==> config.mk <==
export PLATFORM = sky130hd
export DESIGN_NAME = div_64by32_seq_flat
export DESIGN_NICKNAME = d
export VERILOG_FILES = /design/src/rtl/div_64by32_seq_pkg.sv /design/src/rtl/div_64by32_seq_if.sv /design/src/rtl/div_restoring_step.sv /design/src/rtl/div_64by32_seq.sv /design/src/flat_wrapper.sv
export SDC_FILE = /design/constraint.sdc
export NUM_CORES = 1
export LEC_CHECK = 0
export BUFFER_PORTS_ARGS = -buffer_cell sky130_fd_sc_hd__buf_2
export CAP_MARGIN = 20
export CORE_ASPECT_RATIO = 0.6
export CORE_MARGIN = 1
export CORE_UTILIZATION = 60
export DETAILED_ROUTE_END_ITERATION = 10
export PLACE_DENSITY = 0.94
export SLEW_MARGIN = 20
export SYNTH_ARGS = -nofsm -noshare
export SYNTH_HDL_FRONTEND = slang
export SYNTH_HIERARCHICAL = 1
export SYNTH_SLANG_ARGS = --single-unit
==> constraint.sdc <==
create_clock -name clk -period 10.3 [get_ports clk]
set_input_delay 1.03 -clock clk [delete_from_list [all_inputs] [get_ports clk]]
set_output_delay 1.03 -clock clk [all_outputs]
set_load 0.05 [all_outputs]
==> src/rtl/div_64by32_seq_pkg.sv <==
// Shared definitions for the sequential 2W-by-W restoring divider:
// FSM encoding, default width and derived constants.
package div_pkg;

    localparam int DIV_W = 32;

    localparam logic [1:0] ST_IDLE = 2'd0;
    localparam logic [1:0] ST_ITER = 2'd1;
    localparam logic [1:0] ST_FIN  = 2'd2;

    typedef enum logic [1:0] {
        IDLE = ST_IDLE,
        ITER = ST_ITER,
        FIN  = ST_FIN
    } div_state_e;

    localparam logic [DIV_W-1:0] DIV_ALL_ONES = {DIV_W{1'b1}};

    // Counter must reach WIDTH-1; one spare bit keeps the compare simple.
    function automatic int cnt_width(input int w);
        return $clog2(w) + 1;
    endfunction

endpackage

==> src/rtl/div_64by32_seq_if.sv <==
// Operand/result bundle of the divider; the master issues requests,
// the slave (divider) returns results.
interface div_64by32_seq_if #(
    parameter int WIDTH = 32
);
    // Handshake: start is sampled only while the divider is idle; one
    // request is accepted per such edge. done pulses for exactly one
    // cycle with quotient/remainder/flags valid, and they hold until the
    // next accepted start. busy covers acceptance+1 through done.
    logic               start;
    logic [2*WIDTH-1:0] dividend;
    logic [WIDTH-1:0]   divisor;
    logic               busy;
    logic               done;
    logic [WIDTH-1:0]   quotient;
    logic [WIDTH-1:0]   remainder;
    logic               div_by_zero;
    logic               overflow;

    modport master (
        output start, dividend, divisor,
        input  busy, done, quotient, remainder, div_by_zero, overflow
    );

    modport slave (
        input  start, dividend, divisor,
        output busy, done, quotient, remainder, div_by_zero, overflow
    );
endinterface

==> src/rtl/div_restoring_step.sv <==
// One radix-2 restoring division step: shift in the next dividend bit,
// trial-subtract the divisor, keep the difference if it did not go negative.
module div_restoring_step #(
    parameter int WIDTH = 32
) (
    input  logic [WIDTH-1:0] r,
    input  logic             next_bit,
    input  logic [WIDTH-1:0] divisor,
    output logic [WIDTH-1:0] r_next,
    output logic             q_bit
);
    logic [WIDTH:0] t;
    logic [WIDTH:0] diff;

    // r < divisor on entry, so t < 2*divisor and the result fits in WIDTH bits.
    always_comb begin
        t      = {r, next_bit};
        diff   = t - {1'b0, divisor};
        q_bit  = (t >= {1'b0, divisor});
        r_next = q_bit ? diff[WIDTH-1:0] : t[WIDTH-1:0];
    end
endmodule

==> src/rtl/div_64by32_seq.sv <==
// Sequential unsigned 2W/W divider, one quotient bit per cycle behind a
// start/done handshake. Zero divisor and quotient overflow finish at once.
module div_64by32_seq
    import div_pkg::*;
#(
    parameter int WIDTH = DIV_W
) (
    input  logic                 clk,
    input  logic                 rst,
    div_64by32_seq_if.slave      bus,
    output logic [1:0]           state_dbg
);
    localparam int CNT_W = cnt_width(WIDTH);
    localparam logic [CNT_W-1:0] LAST_STEP = CNT_W'(WIDTH - 1);

    logic [1:0]       state;
    logic [WIDTH-1:0] r_q;
    logic [WIDTH-1:0] q_q;
    logic [WIDTH-1:0] divisor_q;
    logic [CNT_W-1:0] cnt;
    logic [WIDTH-1:0] r_next;
    logic             q_bit;
    logic [WIDTH-1:0] q_next;

    div_restoring_step #(.WIDTH(WIDTH)) u_step (
        .r        (r_q),
        .next_bit (q_q[WIDTH-1]),
        .divisor  (divisor_q),
        .r_next   (r_next),
        .q_bit    (q_bit)
    );

    assign q_next    = {q_q[WIDTH-2:0], q_bit};
    assign state_dbg = state;

    always_ff @(posedge clk) begin
        if (rst) begin
            state           <= ST_IDLE;
            r_q             <= '0;
            q_q             <= '0;
            divisor_q       <= '0;
            cnt             <= '0;
            bus.busy        <= 1'b0;
            bus.done        <= 1'b0;
            bus.quotient    <= '0;
            bus.remainder   <= '0;
            bus.div_by_zero <= 1'b0;
            bus.overflow    <= 1'b0;
        end else begin
            case (state)
                ST_IDLE: begin
                    bus.done <= 1'b0;
                    if (bus.start) begin
                        divisor_q <= bus.divisor;
                        r_q       <= bus.dividend[2*WIDTH-1:WIDTH];
                        q_q       <= bus.dividend[WIDTH-1:0];
                        cnt       <= '0;
                        bus.busy  <= 1'b1;
                        if (bus.divisor == '0) begin
                            state           <= ST_FIN;
                            bus.done        <= 1'b1;
                            bus.div_by_zero <= 1'b1;
                            bus.overflow    <= 1'b0;
                            bus.quotient    <= '1;
                            bus.remainder   <= bus.dividend[WIDTH-1:0];
                        end else if (bus.dividend[2*WIDTH-1:WIDTH] >= bus.divisor) begin
                            state           <= ST_FIN;
                            bus.done        <= 1'b1;
                            bus.div_by_zero <= 1'b0;
                            bus.overflow    <= 1'b1;
                            bus.quotient    <= '1;
                            bus.remainder   <= '0;
                        end else begin
                            state <= ST_ITER;
                        end
                    end
                end
                ST_ITER: begin
                    r_q <= r_next;
                    q_q <= q_next;
                    cnt <= cnt + 1'b1;
                    // Results are registered on the way into FIN so done and data line up.
                    if (cnt == LAST_STEP) begin
                        state           <= ST_FIN;
                        bus.done        <= 1'b1;
                        bus.quotient    <= q_next;
                        bus.remainder   <= r_next;
                        bus.div_by_zero <= 1'b0;
                        bus.overflow    <= 1'b0;
                    end
                end
                ST_FIN: begin
                    state    <= ST_IDLE;
                    bus.done <= 1'b0;
                    bus.busy <= 1'b0;
                end
                default: begin
                    state    <= ST_IDLE;
                    bus.done <= 1'b0;
                    bus.busy <= 1'b0;
                end
            endcase
        end
    end
endmodule

==> src/flat_wrapper.sv <==
// flat-port wrapper written by rule: the top's interface ports become plain ports
module div_64by32_seq_flat import div_pkg::*;
#(
    parameter int WIDTH = DIV_W
)
  (clk, rst, state_dbg, bus_start, bus_dividend, bus_divisor, bus_busy, bus_done, bus_quotient, bus_remainder, bus_div_by_zero, bus_overflow);
  div_64by32_seq_if #(.WIDTH(WIDTH)) bus_i ();
  input  logic clk;
  input  logic rst;
  output logic [1:0] state_dbg;
  input wire logic [$bits(bus_i.start)-1:0] bus_start;
  input wire logic [$bits(bus_i.dividend)-1:0] bus_dividend;
  input wire logic [$bits(bus_i.divisor)-1:0] bus_divisor;
  output wire logic [$bits(bus_i.busy)-1:0] bus_busy;
  output wire logic [$bits(bus_i.done)-1:0] bus_done;
  output wire logic [$bits(bus_i.quotient)-1:0] bus_quotient;
  output wire logic [$bits(bus_i.remainder)-1:0] bus_remainder;
  output wire logic [$bits(bus_i.div_by_zero)-1:0] bus_div_by_zero;
  output wire logic [$bits(bus_i.overflow)-1:0] bus_overflow;
  assign bus_i.start = bus_start;
  assign bus_i.dividend = bus_dividend;
  assign bus_i.divisor = bus_divisor;
  assign bus_busy = bus_i.busy;
  assign bus_done = bus_i.done;
  assign bus_quotient = bus_i.quotient;
  assign bus_remainder = bus_i.remainder;
  assign bus_div_by_zero = bus_i.div_by_zero;
  assign bus_overflow = bus_i.overflow;
  div_64by32_seq #(.WIDTH(WIDTH)) u_core (.clk(clk), .rst(rst), .bus(bus_i), .state_dbg(state_dbg));
endmodule
== Yosys cells after proc, flatten, opt, wreduce, memory -nomap -nowiden ==
Index checks and enable logic that the tools add are counted.

* Add/subtract/negate cells: 2
* Magnitude comparators: 2
* Eq/ne operators: 5
* Muxes and demuxes: 38
* Bitwise gates (word level): 1
* Reduce and logical (&&, ||, !) cells: 8

{| class="wikitable"
|+ Operators by type and width
! kind !! number
|-
| 32-bit two-way mux || 11
|-
| 32-bit case mux with 2 select lines || 4
|-
| 33-bit by 32-bit >= comparator with 1-bit output || 1
|-
| 32-bit >= comparator || 1
|-
| 32-bit zero test || 1
|-
| 32-bit subtractor || 1
|-
| 1-bit two-way mux || 12
|-
| 6-bit case mux with 2 select lines || 1
|-
| 2-bit two-way mux || 4
|-
| 1-bit case mux with 2 select lines || 4
|-
| 2-bit AND reduction || 4
|-
| 6-bit by 1-bit adder with 6-bit output (second input constant) || 1
|-
| 6-bit by 5-bit == test with 1-bit output (second input constant) || 1
|-
| 6-bit two-way mux || 1
|-
| 2-bit case mux with 2 select lines || 1
|-
| 4-bit AND reduction || 1
|-
| 3-bit by 1-bit != test with 1-bit output (second input constant) || 1
|-
| 2-bit by 1-bit == test with 1-bit output (second input constant) || 1
|-
| 2-bit zero test || 1
|-
| 2-bit by 1-bit != test with 1-bit output (second input constant) || 1
|-
| 2-bit != test (second input constant) || 1
|-
| 2-bit nonzero test || 1
|-
| 1-bit NOT || 1
|}

* Register bits: 172
* Input port bits: 99
* Output and inout port bits: 70
* Word-level logic and storage cells: 67

== Depth between registers and ports, before layout ==
* Depth after elaboration: 5
* Depth in mapped cells: 17
* Depth with buffers taken out: 15

== Cells and area by module ==
Netlist, hierarchy kept.

{| class="wikitable"
|+ Modules (own cells, without submodules)
! module !! instances !! cells each !! area each (µm²) !! sequential area each (µm²)
|-
| div_64by32_seq || 1 || 1036 || 8602.0 || 3443.3
|-
| div_restoring_step || 1 || 323 || 2331.0 || 0.0
|}

== Worst setup path after synthesis ==
OpenSTA, ideal clock, no wires.

* Path type: reg2reg
* Start: register u_core.divisor_q[10]
* End: register u_core.bus.remainder[12]
* Library setup time: 116 ps
* Arrival: 3119 ps
* Data required time: 10184 ps
* Slack: 7065 ps
* Cell stages (with the launch flop): 18
* Path buffers: 2
* Period minus slack after synthesis: 3235 ps
* Cells stage by stage: dfxtp_1 inv_1 ha_1 clkbuf_1 nand4_1 nor3_1 o211ai_1 nor4b_4 o21ai_2 a31oi_4 o21a_4 inv_2 buf_2 mux2_2 nand2_1 a21oi_1 and3_1 a31o_2

* Longest elaborated chain between the ends: 4
* Elaborated cells between the ends (all ways): 5
* Those cells by class: add/sub: 1; order compare: 1; mux: 3

{| class="wikitable"
|+ Ends and longest elaborated chain
! element !! RTL line !! text
|-
| start: declaration || div_64by32_seq.sv:19 || <nowiki>logic [WIDTH-1:0] divisor_q;</nowiki>
|-
| start signal: assignment || div_64by32_seq.sv:54 || <nowiki>divisor_q <= bus.divisor;</nowiki>
|-
| 32-bit subtractor or 33-bit by 32-bit >= comparator with 1-bit output (tied branches) || div_restoring_step.sv:18, div_restoring_step.sv:19 ||
|-
| 32-bit two-way mux * || div_restoring_step.sv:20 || <nowiki>r_next = q_bit ? diff[WIDTH-1:0] : t[WIDTH-1:0];</nowiki>
|-
| net u_core.r_next[12] || div_64by32_seq.sv:21 || <nowiki>logic [WIDTH-1:0] r_next;</nowiki>
|-
| 32-bit two-way mux * || div_64by32_seq.sv:83 || <nowiki>if (cnt == LAST_STEP) begin</nowiki>
|-
| 32-bit case mux with 2 select lines * || div_64by32_seq.sv:50 || <nowiki>case (state)</nowiki>
|-
| end signal: assignment || div_64by32_seq.sv:65 || <nowiki>bus.remainder <= bus.dividend[WIDTH-1:0];</nowiki>
|-
| end signal: assignment || div_64by32_seq.sv:87 || <nowiki>bus.remainder <= r_next;</nowiki>
|-
| end: declaration || div_64by32_seq_if.sv:27 || <nowiki>output busy, done, quotient, remainder, div_by_zero, overflow</nowiki>
|}

The timed path passes the listed nets; every way through them passes the cells marked *. The select of a mux whose other input is x is not followed.
A chain may end at the register's enable or synchronous reset.

== Final worst setup path ==
* Start: input port bus_divisor[31]
* End: register u_core.bus.remainder[4]

* Longest elaborated chain between the ends: 4
* Elaborated cells between the ends (all ways): 7
* Those cells by class: order compare: 1; eq/ne: 1; mux: 3; reduce/logical: 2

{| class="wikitable"
|+ Ends and longest elaborated chain
! element !! RTL line !! text
|-
| start: declaration || flat_wrapper.sv:13 || <nowiki>input wire logic [$bits(bus_i.divisor)-1:0] bus_divisor;</nowiki>
|-
| branches (longest 4 deep; another with 32-bit >= comparator) || -- ||
|}

Several ways; the timed one is not identified. The select of a mux whose other input is x is not followed.

==> impl_results.html <==
<table>
<tr><th>Metric</th><th>Value</th></tr>
<tr><th colspan="2">Setup path</th></tr>
<tr><td>Critical path launch point type</td><td>primary input</td></tr>
<tr><td>Arrival time of the worst setup path</td><td>4.75 ns</td></tr>
<tr><td>CP cell instances</td><td>buf_2 &gt; inv_1 &gt; ha_1 &gt; nand4_1 &gt; nor4_1 &gt; a21oi_1 &gt; a22oi_4 &gt; nand2_4 &gt; a31o_2</td></tr>
<tr><td>Endpoint type of the worst setup path</td><td>flip-flop</td></tr>
<tr><td>Largest stage delay on the critical path</td><td>0.93 ns</td></tr>
<tr><td>Critical path class</td><td>in2reg</td></tr>
<tr><td>Slowest stage cell, crit path</td><td>nor4_1</td></tr>
<tr><td>Worst path required time</td><td>10.64 ns</td></tr>
<tr><td>Maximum fanout count along the critical path</td><td>64</td></tr>
<tr><th colspan="2">Clock tree</th></tr>
<tr><td>Root buffer cell</td><td>clkbuf_16</td></tr>
<tr><td># clock sinks</td><td>172</td></tr>
<tr><td>Count of instances resized after the clock tree is built</td><td>0</td></tr>
<tr><td>Clock slew at the register clock pins of the worst setup and hold paths</td><td>0.07 ns</td></tr>
<tr><td># hold bufs at CTS</td><td>0</td></tr>
<tr><td>Clk Latency, worst-skew pair</td><td>0.45 ns</td></tr>
<tr><td>CTS tree</td><td>done</td></tr>
<tr><td>Maximum level of the CTS H-tree</td><td>4</td></tr>
<tr><td>Cts bufs inserted</td><td>17</td></tr>
<tr><td>Total setup buffers inserted after CTS</td><td>0</td></tr>
<tr><td>Clock Path Buffers</td><td>2</td></tr>
<tr><th colspan="2">Outcome</th></tr>
<tr><td>Status</td><td>finished clean</td></tr>
<tr><th colspan="2">Power and ir drop</th></tr>
<tr><td>PD cells</td><td>193 mW/mm^2</td></tr>
<tr><td>Internal power consumption</td><td>0.00141 W</td></tr>
<tr><td>Worst VDD drop</td><td>139 uV</td></tr>
<tr><td>Clock power share</td><td>27.6%</td></tr>
<tr><td>Static Leakage</td><td>5.34 nW</td></tr>
<tr><td>Gate power share</td><td>39.7%</td></tr>
<tr><td>Sw Ratio</td><td>40.5%</td></tr>
<tr><td>Reported net switching power</td><td>0.000959 W</td></tr>
<tr><td>Proportion of power drawn by flip-flops and latches</td><td>32.7%</td></tr>
<tr><th colspan="2">Logic synthesis</th></tr>
<tr><td>Sequential-to-total area share from yosys stat</td><td>31.5%</td></tr>
<tr><td>Area share of the largest cell type after synthesis</td><td>31.5%</td></tr>
<tr><td>Leading area contributor after synthesis</td><td>dfxtp_1</td></tr>
<tr><td>Yosys synthesis warning count</td><td>6</td></tr>
<tr><td>Most used DFF post-synth</td><td>dfxtp_1</td></tr>
<tr><td>Mapped cell area</td><td>0.0109 mm^2</td></tr>
<tr><td>Cells taking the most area after synthesis</td><td>dfxtp_1 (31%), ha_1 (7.4%), nand2_1 (6.7%)</td></tr>
<tr><td>Synthesized net count</td><td>1,524</td></tr>
<tr><td>Count of mapped cells out of synthesis</td><td>1,359</td></tr>
<tr><td>Async set-reset flop share out of synthesis</td><td>0%</td></tr>
<tr><td>Count of distinct cell types in the synthesized netlist</td><td>69</td></tr>
<tr><td>Number of flops mapped to enable cells by yosys</td><td>0</td></tr>
<tr><td>Per-instance average area after synthesis</td><td>8.04 um^2</td></tr>
<tr><td>#FFs+latches synth</td><td>172</td></tr>
<tr><th colspan="2">Global routing</th></tr>
<tr><td>Initial antenna violation count</td><td>0</td></tr>
<tr><td>Grt ovf</td><td>0</td></tr>
<tr><td>Pin count of the biggest net entering global routing</td><td>101</td></tr>
<tr><td>Vias in the first global route</td><td>10,100</td></tr>
<tr><td>Overall global routing resource usage</td><td>35.5%</td></tr>
<tr><td>Global-route wire length before repair</td><td>53,000 um</td></tr>
<tr><th colspan="2">Timing</th></tr>
<tr><td>Crit path time final</td><td>4.42 ns</td></tr>
<tr><td>Worst relative slew slack</td><td>25.9%</td></tr>
<tr><td>Setup-failing EPs final</td><td>0</td></tr>
<tr><td>Final sum of negative setup slack</td><td>0 ns</td></tr>
<tr><td>Post-Route Skew</td><td>0.0146 ns</td></tr>
<tr><td>Share of the clock period used by the worst path after layout</td><td>42.9%</td></tr>
<tr><td>Tightest Pin Transition</td><td>1.11 ns</td></tr>
<tr><td>Final Hold Violating Endpoints</td><td>0</td></tr>
<tr><td>Setup repair after global routing missed its margin</td><td>no</td></tr>
<tr><td>Pins over their slew limit</td><td>0</td></tr>
<tr><td>Worst hold slack</td><td>0.458 ns</td></tr>
<tr><td>Fmax achieved</td><td>226 MHz</td></tr>
<tr><th colspan="2">Detailed routing</th></tr>
<tr><td>DRC violations left</td><td>0</td></tr>
<tr><td>DR iter-0 viols</td><td>1,589</td></tr>
<tr><td>Antenna violation net count after detailed routing</td><td>0</td></tr>
<tr><td>Vias after detailed routing</td><td>11,100</td></tr>
<tr><td>Detailed-route wire length per cell</td><td>19.7 um</td></tr>
<tr><td>DR vias/cell</td><td>6.51</td></tr>
<tr><td>Router iterations before antenna repair</td><td>7</td></tr>
<tr><td>Wirelength, routed</td><td>33,600 um</td></tr>
<tr><th colspan="2">Layout</th></tr>
<tr><td>Utilization after layout</td><td>70.3%</td></tr>
<tr><td>Final cell area excluding filler cells</td><td>0.0123 mm^2</td></tr>
<tr><td>Filler instances</td><td>1,377</td></tr>
<tr><td>Final layout net count</td><td>1,619</td></tr>
<tr><td>Number of standard cells in the final layout excluding fillers</td><td>1,701</td></tr>
<tr><td>Antenna fix cells</td><td>0</td></tr>
<tr><td>Layout cells sized above 1</td><td>23.2%</td></tr>
<tr><td>Footprint of the multi-input gates</td><td>0.00656 mm^2</td></tr>
<tr><td>Seq. cell area</td><td>0.00345 mm^2</td></tr>
<tr><td>Growth of design area from synthesis to finish</td><td>12.6%</td></tr>
<tr><td>Most frequent standard cell in the layout excluding fill and tap cells</td><td>nand2_1</td></tr>
<tr><td>Commonest non-fill, non-tap cells in the layout</td><td>nand2_1 (196), dfxtp_1 (170), buf_2 (167)</td></tr>
<tr><th colspan="2">Floorplan</th></tr>
<tr><td>Die outline area</td><td>0.0188 mm^2</td></tr>
<tr><td>I/O pin cnt</td><td>169</td></tr>
<tr><td>Area of the core</td><td>0.0175 mm^2</td></tr>
<tr><td>Starting density of the core</td><td>62.5%</td></tr>
<tr><td>Die extent in y</td><td>107 um</td></tr>
<tr><td>Number of rows in the core area</td><td>37</td></tr>
<tr><td>Die outline width</td><td>176 um</td></tr>
<tr><th colspan="2">Place</th></tr>
<tr><td>Post-detail-place hpwl</td><td>23,300 um</td></tr>
<tr><td>Weighted congestion at the end of routability-driven global placement</td><td>0.970</td></tr>
<tr><td>Instance area after placement</td><td>0.0117 mm^2</td></tr>
<tr><td>Number of placed instances with taps included</td><td>1,669</td></tr>
<tr><td>Port bufs</td><td>168</td></tr>
<tr><th colspan="2">Flow run</th></tr>
<tr><td>Number of max-cap violations</td><td>0</td></tr>
<tr><th colspan="2">Min path</th></tr>
<tr><td>Type of the tightest min-delay check</td><td>reg2reg</td></tr>
</table>
-- routing by layer --
metal  GRT usage (%)  share of wire [%]  wire length, um  vias up
met5               0                  0                0        -
met2            53.1                 42            14100      832
met4            10.5                2.8              931        0
met3            8.58                 12             4190      101
li1                -                  -                -     5002
met1            50.2                 43            14300     5134
-- cell families (layout without fill, tap and decap cells) --
family / after synthesis / count (layout) / synth area share, %
simple gates: 471 / 471 / 21.1
compound gates: 359 / 359 / 25.3
buf+inv: 230 / 338 / 8.65
flops: 172 / 172 / 31.5
fa+ha+maj: 66 / 66 / 7.62
mux: 32 / 32 / 3.57
xor+xnor: 29 / 29 / 2.32
-- critical path: cells and delay by family --
family | cells | cell delay [ns]
fa+ha+maj | 1 | 0.31
compound gates | 3 | 1.34
buf+inv | 2 | 0.26
simple gates | 3 | 1.77
-- power groups by stage --
| stage | sequential (W) | clock (W) | combinational, W |
|---|---|---|---|
| 2_1_floorplan | 0.000844 | 0 | 0.000628 |
| 3_3_place_gp | 0.000784 | 0 | 0.000869 |
| 3_5_place_dp | 0.000787 | 0 | 0.000896 |
| 4_1_cts | 0.000772 | 0.000655 | 0.000908 |
| 5_1_grt | 0.000781 | 0.000682 | 0.000997 |
| 6_report | 0.000774 | 0.000654 | 0.000942 |
-- cell usage after synthesis (all sizes together), types with 5 or more instances --
cell type	count
a31o	19
a21o	11
mux2	29
o221a	17
nor2b	23
xnor2	18
o2111ai	5
nor2	99
a21oi	122
buf	25
and3	33
dfxtp	172
inv	127
a31oi	6
a211oi	68
nor3	11
ha	65
o21a	6
nor4b	33
a22oi	18
nand4	19
a311oi	32
xor2	11
o21ai	27
nand2	197
clkbuf	78
nand3	24
nor4	11
-- final cells by class --
cell class | instances | share of cell area (%)
Clock buffer | 17 | 3.46
Tap cell | 234 | 2.38
Multi-Input combinational cell | 957 | 53.3
Timing Repair Buffer | 179 | 7.61
Sequential cell | 172 | 28.0
Clock inverter | 15 | 1.37
Inverter | 127 | 3.87
-- per-stage QoR --
stage               setup slack (ns)  power, W
detailed placement              5.64   0.00168
global placement                5.73   0.00165
CTS                             6.09   0.00234
global route                    5.67   0.00246
finish                          5.88   0.00237
floorplan                       7.06   0.00147
-- state kept, by name (all words and copies together), names as in the netlist, 2 cells and up --
signal	cells
u_core/cnt	6
u_core/state_dbg	2
u_core/divisor_q	32
u_core/r_q	32
u_core/bus.quotient	32
u_core/q_q	32
u_core/bus.remainder	32
-- final timing paths --
path,from,to,slack [ns],cells after the start
worst max-delay path,bus_divisor[31],u_core/bus.remainder[4],5.88,9
worst min register to register,u_core/divisor_q[31],u_core/divisor_q[31],0.46,2
worst max register to register,u_core/divisor_q[10],u_core/bus.remainder[12],5.94,15
worst min-delay path,u_core/divisor_q[31],u_core/divisor_q[31],0.46,2
No activity file was read; power rests on OpenSTA's default activity.
